### config.mk
export PLATFORM = sky130hd
export DESIGN_NAME = sdp_ram_pipe
export DESIGN_NICKNAME = d
export VERILOG_FILES = /design/src/rtl/sdp_ram_pkg.sv /design/src/rtl/sdp_ram_rdpipe.sv /design/src/rtl/sdp_ram_pipe.sv
export SDC_FILE = /design/constraint.sdc
export NUM_CORES = 1
export LEC_CHECK = 0
export ABC_AREA = 1
export CORE_ASPECT_RATIO = 0.7
export CORE_MARGIN = 1.5
export CORE_UTILIZATION = 44
export CTS_CLUSTER_SIZE = 10
export DETAILED_ROUTE_END_ITERATION = 7
export SLEW_MARGIN = 30
export SYNTH_ARGS = -nofsm -noshare
export SYNTH_HDL_FRONTEND = slang
export SYNTH_SLANG_ARGS = --single-unit
### constraint.sdc
create_clock -name clk -period 1.2 [get_ports clk]
set_input_delay 0.12 -clock clk [delete_from_list [all_inputs] [get_ports clk]]
set_output_delay 0.12 -clock clk [all_outputs]
set_load 0.05 [all_outputs]
### src/rtl/sdp_ram_pkg.sv
// Shared types and helpers for the simple dual-port RAM with read pipeline.
package sdp_ram_pkg;

  typedef enum logic {
    RDW_OLD = 1'b0,
    RDW_NEW = 1'b1
  } rdw_mode_e;

  localparam int unsigned BYTE_W   = 8;
  localparam int unsigned MAX_DLEN = 512;
  localparam int unsigned MAX_BLEN = MAX_DLEN / BYTE_W;

  function automatic int unsigned blen(input int unsigned dlen);
    return dlen / BYTE_W;
  endfunction

  // Even parity per byte lane; callers zero-extend and keep the low BLEN bits.
  function automatic logic [MAX_BLEN-1:0] byte_parity(input logic [MAX_DLEN-1:0] data);
    logic [MAX_BLEN-1:0] p;
    p = '0;
    for (int b = 0; b < MAX_BLEN; b++) begin
      p[b] = ^data[BYTE_W*b +: BYTE_W];
    end
    return p;
  endfunction

endpackage

### src/rtl/sdp_ram_rdpipe.sv
// Delay line of DEPTH stages for {valid, payload}; payload only advances with valid
// so that each stage holds its last result while idle.
module sdp_ram_rdpipe #(
  parameter int unsigned DEPTH = 0,
  parameter int unsigned W     = 32
) (
  input  logic         clk,
  input  logic         rstn,
  input  logic         i_valid,
  input  logic [W-1:0] i_data,
  output logic         o_valid,
  output logic [W-1:0] o_data
);

  if (DEPTH == 0) begin : g_bypass
    logic unused_clk_rst;
    assign unused_clk_rst = clk ^ rstn;
    assign o_valid = i_valid;
    assign o_data  = i_data;
  end else begin : g_stages
    logic [DEPTH-1:0] valid_q;
    logic [W-1:0]     data_q [DEPTH];

    always_ff @(posedge clk or negedge rstn) begin
      if (!rstn) begin
        valid_q <= '0;
        for (int i = 0; i < DEPTH; i++) begin
          data_q[i] <= '0;
        end
      end else begin
        valid_q[0] <= i_valid;
        if (i_valid) begin
          data_q[0] <= i_data;
        end
        for (int i = 1; i < DEPTH; i++) begin
          valid_q[i] <= valid_q[i-1];
          if (valid_q[i-1]) begin
            data_q[i] <= data_q[i-1];
          end
        end
      end
    end

    assign o_valid = valid_q[DEPTH-1];
    assign o_data  = data_q[DEPTH-1];
  end

endmodule

### src/rtl/sdp_ram_pipe.sv
// Simple dual-port RAM with byte enables, RD_LAT-cycle read pipeline and RDW policy.
// Define SDP_RAM_PARITY_EN to add per-byte even parity storage and checking.
module sdp_ram_pipe
  import sdp_ram_pkg::*;
#(
  parameter int unsigned DLEN     = 32,
  parameter int unsigned ALEN     = 4,
  parameter int unsigned RD_LAT   = 1,
  parameter rdw_mode_e   RDW_MODE = RDW_NEW,
  localparam int unsigned BLEN    = blen(DLEN)
) (
  input  logic            clk,
  input  logic            rstn,
  input  logic            i_wen,
  input  logic [BLEN-1:0] i_wbe,
  input  logic [ALEN-1:0] i_waddr,
  input  logic [DLEN-1:0] i_wdata,
  input  logic            i_perr_inj,
  input  logic            i_ren,
  input  logic [ALEN-1:0] i_raddr,
  output logic            o_rvalid,
  output logic [DLEN-1:0] o_rdata,
  output logic [BLEN-1:0] o_rerr
);

  localparam int unsigned DEPTH = 2 ** ALEN;

  if (RD_LAT < 1 || RD_LAT > 4) begin : g_bad_rd_lat
    $fatal(1, "sdp_ram_pipe: RD_LAT must be in 1..4");
  end
  if (DLEN == 0 || DLEN % BYTE_W != 0 || DLEN > MAX_DLEN) begin : g_bad_dlen
    $fatal(1, "sdp_ram_pipe: DLEN must be a non-zero multiple of 8");
  end

  // Data array and byte-lane writes; intentionally not reset.
  logic [DLEN-1:0] mem [DEPTH];

  always_ff @(posedge clk) begin
    if (i_wen) begin
      for (int b = 0; b < BLEN; b++) begin
        if (i_wbe[b]) begin
          mem[i_waddr][BYTE_W*b +: BYTE_W] <= i_wdata[BYTE_W*b +: BYTE_W];
        end
      end
    end
  end

  // Lanes to forward from the concurrent write; always empty in RDW_OLD.
  logic [BLEN-1:0] fwd_be_d;
  assign fwd_be_d = (RDW_MODE == RDW_NEW && i_wen && i_waddr == i_raddr) ? i_wbe : '0;

  logic            s1_valid_q;
  logic [DLEN-1:0] s1_rdata_q;
  logic [DLEN-1:0] s1_wdata_q;
  logic [BLEN-1:0] s1_fwd_be_q;

  always_ff @(posedge clk or negedge rstn) begin
    if (!rstn) begin
      s1_valid_q  <= 1'b0;
      s1_rdata_q  <= '0;
      s1_wdata_q  <= '0;
      s1_fwd_be_q <= '0;
    end else begin
      s1_valid_q <= i_ren;
      if (i_ren) begin
        s1_rdata_q  <= mem[i_raddr];
        s1_wdata_q  <= i_wdata;
        s1_fwd_be_q <= fwd_be_d;
      end
    end
  end

  logic [DLEN-1:0] s1_data;

  always_comb begin
    s1_data = s1_rdata_q;
    for (int b = 0; b < BLEN; b++) begin
      if (s1_fwd_be_q[b]) begin
        s1_data[BYTE_W*b +: BYTE_W] = s1_wdata_q[BYTE_W*b +: BYTE_W];
      end
    end
  end

`ifdef SDP_RAM_PARITY_EN
  function automatic logic [BLEN-1:0] lane_parity(input logic [DLEN-1:0] d);
    logic [MAX_BLEN-1:0] full;
    full = byte_parity(MAX_DLEN'(d));
    return full[BLEN-1:0];
  endfunction

  logic [BLEN-1:0] mem_par [DEPTH];
  logic [BLEN-1:0] wpar;

  // Injection flips every lane; only enabled lanes are stored or forwarded.
  assign wpar = lane_parity(i_wdata) ^ {BLEN{i_perr_inj}};

  always_ff @(posedge clk) begin
    if (i_wen) begin
      for (int b = 0; b < BLEN; b++) begin
        if (i_wbe[b]) begin
          mem_par[i_waddr][b] <= wpar[b];
        end
      end
    end
  end

  logic [BLEN-1:0] s1_rpar_q;
  logic [BLEN-1:0] s1_wpar_q;

  always_ff @(posedge clk or negedge rstn) begin
    if (!rstn) begin
      s1_rpar_q <= '0;
      s1_wpar_q <= '0;
    end else if (i_ren) begin
      s1_rpar_q <= mem_par[i_raddr];
      s1_wpar_q <= wpar;
    end
  end

  logic [BLEN-1:0] s1_par;
  assign s1_par = (s1_rpar_q & ~s1_fwd_be_q) | (s1_wpar_q & s1_fwd_be_q);

  logic [BLEN-1:0] p_par;
  logic [DLEN-1:0] p_data;

  sdp_ram_rdpipe #(
    .DEPTH (RD_LAT - 1),
    .W     (DLEN + BLEN)
  ) u_rdpipe (
    .clk     (clk),
    .rstn    (rstn),
    .i_valid (s1_valid_q),
    .i_data  ({s1_par, s1_data}),
    .o_valid (o_rvalid),
    .o_data  ({p_par, p_data})
  );

  assign o_rdata = p_data;
  assign o_rerr  = lane_parity(p_data) ^ p_par;
`else
  logic unused_perr_inj;
  assign unused_perr_inj = i_perr_inj;

  sdp_ram_rdpipe #(
    .DEPTH (RD_LAT - 1),
    .W     (DLEN)
  ) u_rdpipe (
    .clk     (clk),
    .rstn    (rstn),
    .i_valid (s1_valid_q),
    .i_data  (s1_data),
    .o_valid (o_rvalid),
    .o_data  (o_rdata)
  );

  assign o_rerr = '0;
`endif

endmodule

# After elaboration in Yosys (flattened, before gate mapping)
# Memory sizes are Yosys's and may differ from the RTL's. A register that Yosys moved wholly into a read port is not among the register bits.
# Index checks and enable logic that the tools add are counted.
totals:
  register_bits: 37
  mem_bits_rw: 512
  out_inout_bits: 37
  n_memories: 1
memory_table:
  columns: ["name", "words", "width", "read_ports", "rd_clocked_by_memory_dff", "wr", "line", "rtl"]
  rows:
  - ["mem", 16, 32, 1, 1, 1, "sdp_ram_pipe.sv:36", "logic [DLEN-1:0] mem [DEPTH];"]
classes:
  eq_ne: 1
  mux: 17
  reduce_logical: 2
op_table:
  columns: ["op", "count"]
  rows:
  - ["8-bit two-way mux", 4]
  - ["1-bit two-way mux", 12]
  - ["4-bit == test", 1]
  - ["4-bit two-way mux", 1]
  - ["1-bit logical AND", 1]
  - ["1-bit zero test", 1]

# Depth between registers and ports, before layout
# Gate-level depths: netlist of run 1.
logic_depth:
  word_depth: 3
  depth_mapped: 12
  ltp_nobuf: 9

# Modules after synthesis
# Synthesis of run 1 repeated with hierarchy kept, for this count alone.
hier_totals:
  cells_unflattened: 2184
  area_unflattened_um2: 24151.9
modules_own_cells:
  columns: ["module", "n_inst", "cells_per_inst", "area_per_inst_um2", "seq_area_each_um2"]
  rows:
  - ["sdp_ram_pipe", 1, 2151, 23904.2, 17101.4]
  - ["sdp_ram_rdpipe", 1, 33, 247.7, 0.0]

# Worst setup path after synthesis of run 1
# No wires, ideal clock.
synth_path:
  kind: "register to output"
  from: "reg s1_fwd_be_q[0]"
  to: "out o_rdata[0]"
  arrival_ps: 1716
  setup_slack_ps: -636
  stages_incl_launch_ff: 4
  path_cell_list: "dfrtp_1 inv_1 clkbuf_1 o21ai_0"
synth_via:
  elab_chain_cells: 1
synth_rtl:
  columns: ["item", "line", "rtl"]
  rows:
  - ["start, declared", "sdp_ram_pipe.sv:55", "logic [BLEN-1:0] s1_fwd_be_q;"]
  - ["start signal, assigned", "sdp_ram_pipe.sv:68", "s1_fwd_be_q <= fwd_be_d;"]
  - ["8-bit two-way mux", "sdp_ram_pipe.sv:78", "if (s1_fwd_be_q[b]) begin"]
  - ["end, declared", "sdp_ram_pipe.sv:22", "output logic [DLEN-1:0] o_rdata,"]
# No other way between the ends.

# Worst setup path in the final report of run 1
layout_path:
  from: "reg s1_fwd_be_q[2]"
  to: "out o_rdata[17]"
# The elaborated chain is that of the path after synthesis.

==> reports/metrics.yaml, run 1 <==
logic_synthesis:
  yosysSeqAreaShare: 0.715
  ys_top_cells_by_area: "edfxtp_1 64%, nand2_1 14%, nand3_1 8.0%"
  yosys_warnings: 0
  ys_ff_latch: 581
  postSynthAreaPerCell_um2: 11.1
  synth_top_cell_area_share: 0.643
  synth_area_um2: 23900
  synth.distinct_cells: 20
  synth_cells: 2152
  synth_top_cell_by_area: "edfxtp_1"
timing:
  fin_crit_ns: 1.69
  fin_ws_ns: -0.488
  min_period_over_period: 1.41
  setup_viol: 33
  clock.fmax_ghz: 0.593
  rsz0062_at_grt: "true"
  slew_violations: 0
  finClkSkew_ns: 0.0199
  tns_ns: -13.83
  hold_viol: 0
power:
  vdd_drop_max_v: 0.000961
  p_int_mw: 35.5
  p_sw_frac: 0.240
  p_per_area_nw_per_um2: 1550
  pwr-share-seq: 0.485
  p_sw_mw: 11.2
  fin_total_pwr_mw: 46.7
  clock_power_share: 0.404
  combPwrFrac: 0.111
  leakage_nw: 11.8
drt:
  drtPass1Iterations: 6
  via_per_inst: 5.37
  vias: 17000
  remaining_drc_errors: 0
  wire_per_inst_um: 20.7
  drtIter0Drc: 2203
  wl_um: 65500
  ant_nets: 0
clock_tree:
  ctsHtreeMaxLevel: 3
  cts_buffers: 68
  clk_latency_ns: 0.60
  cts_tree: "built"
  ctsLongestPathBuffers: 3
  cts_root_buf: "clkbuf_16"
  clk_pin_slew_ns: 0.06
  clock-sinks: 581
worst_setup_path:
  r2r-end: "s1_rdata_q[10]$_DFFE_PN0P_"
  timing.critical_path.arrival_ns: 1.57
  required_ns: 1.08
  crit_type: "register to output pin"
  rr_worst_depth: 8
  max_stage_delay_ns: 0.39
  critPathMaxFanout: 8
  cpMostUsedCell: "buf_12"
  crit_path_end_kind: "output pin"
  reg2reg_from: "mem[5][10]$_DFFE_PP_"
  cp-start-kind: "register"
  timing.reg2reg.setup_slack_ns: 0.04
  cp_slowest_cell: "dfrtp_1"
  crit_chain: "inv_4, buf_12, nand2_2, o21ai_4, buf_12"
die:
  fp.dieArea_um2: 55800
  ios: 86
  core-area_um2: 53700
  dieWidth_um: 282
  rows: 71
  dieHeight_um: 198
  initial_core_util: 0.445
run:
  drv_cap: 0
place:
  io_buffers: 80
  hpwl_um: 42000
  gp_congestion: 0.903
run_status:
  violations: "negative setup slack"
  status: "complete, but fails checks"
layout:
  layout_commonest_cell: "nand2_1"
  layout_common_cells: "822 x nand2_1, 512 x edfxtp_1, 351 x nand3_1"
  nets: 2429
  area_growth_pct: 26.0
  final.fill_count: 4493
  drive_above_1_share: 0.183
global_routing:
  grt_max_degree: 70
  antenna_found_initial: 3
  track_usage: 0.237
  grt_pass1_wl_um: 98400
  overflow: 0
  grt_pass1_vias: 16600
worst_hold_path:
  min_path_type: "primary input to asynchronous set/reset pin"
registers in the layout, summed over array words and instances (netlist names):
register     cells
s1_rdata_q      32
mem            512
s1_wdata_q      32
s1_valid_q       1
s1_fwd_be_q      4
per-layer routing:
metal	vias up	GRT usage	wire, µm
met4	2	0.0671	1340
met5	-	0	17
met1	8260	0.355	29400
met2	783	0.347	28400
met3	103	0.0523	6310
li1	7812	-	-
layout make-up:
| cell class | count | area (µm²) | area share |
|---|---|---|---|
| clock buffer | 110 | 1890 | 0.0628 |
| antenna | 2 | 5.00 | 0.000166 |
| sequential | 581 | 17100 | 0.568 |
| timing repair buffer | 286 | 3580 | 0.119 |
| timing repair inverter | 1 | 8.76 | 0.000291 |
| tap | 730 | 913 | 0.0303 |
| inverter | 45 | 184 | 0.00611 |
| clock inverter | 8 | 86.3 | 0.00287 |
| multi-input combinational | 1397 | 6340 | 0.210 |
critical path: cells and delay by family (launching register included):
family,cells,cell delay [ns]
flip-flops,1,0.39
AND/OR/NAND/NOR,1,0.07
AO/OA/AOI/OAI,1,0.07
buffers and inverters,3,0.43
cell usage after synthesis:
cell type and number:
nand2_1 868, edfxtp_1 512, nand3_1 384, nor2_1 72
dfrtp_1 69, o21ai_0 61, buf_2 59, inv_1 42
buf_6 25, clkbuf_1 24, buf_4 13, buf_1 10
o22ai_1 6, a21oi_1 1, buf_8 1, clkinv_1 1
conb_1 1, inv_2 1, inv_6 1, nand3b_1 1
worst max-delay path by stage:
stage	slack (ns)	cells past startpoint	end	from
6_report	-0.49	5	o_rdata[17]	s1_fwd_be_q[2]$_DFFE_PN0P_
3_3_place_gp	-0.86	7	mem[6][25]$_DFFE_PP_	i_waddr[1]
5_1_grt	-0.52	3	o_rdata[4]	s1_fwd_be_q[0]$_DFFE_PN0P_
3_5_place_dp	-0.85	8	mem[7][25]$_DFFE_PP_	i_waddr[1]
4_1_cts	-0.49	4	o_rdata[0]	s1_fwd_be_q[0]$_DFFE_PN0P_
2_1_floorplan	-0.02	3	mem[10][0]$_DFFE_PP_	i_wbe[0]
metrics by stage:
step	utilization	hold WS [ns]	area, µm²	std cells	setup WS, ns
2_1_floorplan	-	-0.176	24000	2155	-0.0241
3_3_place_gp	0.516	0.168	27700	3034	-0.859
3_5_place_dp	0.516	0.176	27700	3034	-0.847
4_1_cts	0.555	0.111	29800	3154	-0.492
5_1_grt	0.561	0.147	30100	3159	-0.522
6_report	0.561	0.104	30100	3160	-0.488
power by group through the flow:
stage	Combinational [mW]	Clock, mW	Sequential [mW]
2_1_floorplan	2.45	0	23.0
3_3_place_gp	4.97	0	23.0
3_5_place_dp	5.00	0	23.0
4_1_cts	5.05	19.1	22.6
5_1_grt	5.57	19.9	22.7
6_report	5.18	18.8	22.6
logic make-up after synthesis:
group                  synth area share
and+or+nand+nor                   0.228
DFF                               0.715
buffers and inverters            0.0415
AOI/OAI and AO/OA                0.0146
other                          0.000157
timing repair:
action / in CTS / in global routing
pin swaps: 0 / 21
resized for setup: 42 / 68
setup endpoints to repair: 521 / 160
buffers inserted: 0 / 2
hold buffers: 2 / 0
hold endpoints to repair: 71 / 0
cloned: 0 / 2
Power figures use the tool's default switching activity.
==> run 2: changes to the inputs <==
- clock period: 1.2 -> 2.2 ns (I/O delays scaled with it)
==> run 2 against run 1 <==
The run now ends clean; highest routed layer unchanged; cell area down 6.7%; clock power down 45%; first-iteration DRC count down 24%; die area unchanged; via count down 4.4%.
==> reports/metrics.yaml, run 2 (synthesis results as in run 1) <==
run_status:
  status: "completed"
die:
  initial_core_util: 0.445
  rows: 71
  dieHeight_um: 198
  dieWidth_um: 282
  ios: 86
  core-area_um2: 53700
  fp.dieArea_um2: 55800
worst_setup_path:
  critPathMaxFanout: 17
  required_ns: 1.98
  max_stage_delay_ns: 0.42
  cp_slowest_cell: "o21ai_0"
  crit_chain: "clkinvlp_4, o21ai_0, buf_12"
  cp-start-kind: "register"
  crit_path_end_kind: "output pin"
  timing.reg2reg.setup_slack_ns: 1.01
  timing.critical_path.arrival_ns: 1.88
  reg2reg_from: "mem[5][13]$_DFFE_PP_"
  crit_type: "register to output pin"
  worstSetupStartpoint: "s1_fwd_be_q[1]$_DFFE_PN0P_"
layout:
  drive_above_1_share: 0.110
  nets: 2365
  top_register: "mem"
  largest_reg_flops: 512
  area_growth_pct: 17.6
  final.fill_count: 4652
  layout_common_cells: "868 x nand2_1, 512 x edfxtp_1, 384 x nand3_1"
  reg_top3: "mem x512, s1_rdata_q x32, s1_wdata_q x32"
  final_cells: 3103
  layout_commonest_cell: "nand2_1"
  final_core_util: 0.524
clock_tree:
  clock-sinks: 581
  cts_buffers: 68
  clk_latency_ns: 0.60
  cts_tree: "built"
  ctsHtreeMaxLevel: 3
  ctsLongestPathBuffers: 3
  clk_pin_slew_ns: 0.06
  cts_root_buf: "clkbuf_16"
  post-cts-setup-buffer-count: 0
timing:
  tightest_slew_ns: 0.842
  min_period_over_period: 0.956
  setup_viol: 0
  rsz0062_at_grt: "false"
  tns_ns: 0
  timing.hold.ws_ns: 0.0437
  fin_crit_ns: 2.10
  slew_violations: 0
  clock.fmax_ghz: 0.475
  hold_viol: 0
  maxSlewHeadroom: 0.437
  finClkSkew_ns: 0.0286
drt:
  wl_um: 61300
  via_per_inst: 5.22
  remaining_drc_errors: 0
  vias: 16200
  drtIter0Drc: 1685
  wire_per_inst_um: 19.8
  ant_nets: 0
  drtPass1Iterations: 7
place:
  io_buffers: 80
  dp_cells: 2975
  hpwl_um: 37400
  gp_congestion: 0.862
global_routing:
  grt_pass1_wl_um: 93700
  antenna_found_initial: 4
  grt_max_degree: 138
  track_usage: 0.225
  overflow: 0
  grt_pass1_vias: 15500
power:
  vdd_drop_max_v: 0.000576
  leakage_nw: 11.0
  p_per_area_nw_per_um2: 886
  fin_total_pwr_mw: 24.9
worst_hold_path:
  min_from: "i_ren"
  min_path_type: "primary input to register"
run:
  drv_cap: 0
## run 2: final timing paths
path                                         endpoint  depth (start not counted)
setup / recovery                           o_rdata[8]                          3
hold / removal             s1_rdata_q[18]$_DFFE_PN0P_                          3
setup reg to reg           s1_rdata_q[13]$_DFFE_PN0P_                          8
hold reg to reg            s1_rdata_q[14]$_DFFE_PN0P_                          2
max in group asynchronous   s1_rdata_q[1]$_DFFE_PN0P_                          3
min in group asynchronous  s1_wdata_q[13]$_DFFE_PN0P_                          2
## run 2: cell type report
cell class / count / area [µm²] / area share
flip-flops and latches: 581 / 17100 / 0.608
diodes: 3 / 7.51 / 0.000267
multi-input cells: 1397 / 5820 / 0.207
well taps: 730 / 913 / 0.0325
clock buffers: 119 / 1960 / 0.0696
inverters: 45 / 180 / 0.00641
repair buffers: 223 / 2070 / 0.0736
clock inverters: 5 / 58.8 / 0.00209
## run 2: worst max-delay path, delay by kind of cell, from the launching register on
kind	cells	cell delay, ns
DFF	1	0.36
buffers and inverters	2	0.51
AOI/OAI and AO/OA	1	0.42
## run 2: routing by layer
layer / vias to the layer above / part of all wire / GRT usage
met1: 7822 / 0.46 / 0.339
met5: - / 0.00018 / 0
li1: 7685 / - / -
met3: 98 / 0.088 / 0.0588
met2: 599 / 0.43 / 0.323
met4: 2 / 0.020 / 0.0589
## run 2: what timing repair did
action | 4_1_cts | 5_1_grt
endpoints found under the setup margin | 0 | 5
resized for setup | 0 | 3
hold endpoints to repair | 33 | 0
hold buffers | 1 | 0
## run 2: where the power goes
part	total (mW)	internal, mW	switching (mW)
Clock	10.3	6.03	4.31
Sequential	12.3	12.3	0.0788
Combinational	2.24	0.694	1.54
Total	24.9	19.0	5.93
## run 2: stage by stage
| step | setup slack [ns] | area (µm²) |
|---|---|---|
| CTS | 0.00847 | 28100 |
| detailed placement | 0.0504 | 26100 |
| global placement | 0.0818 | 26100 |
| global route | 0.00411 | 28100 |
| floorplan | 0.264 | 23900 |
| finish | 0.0960 | 28100 |
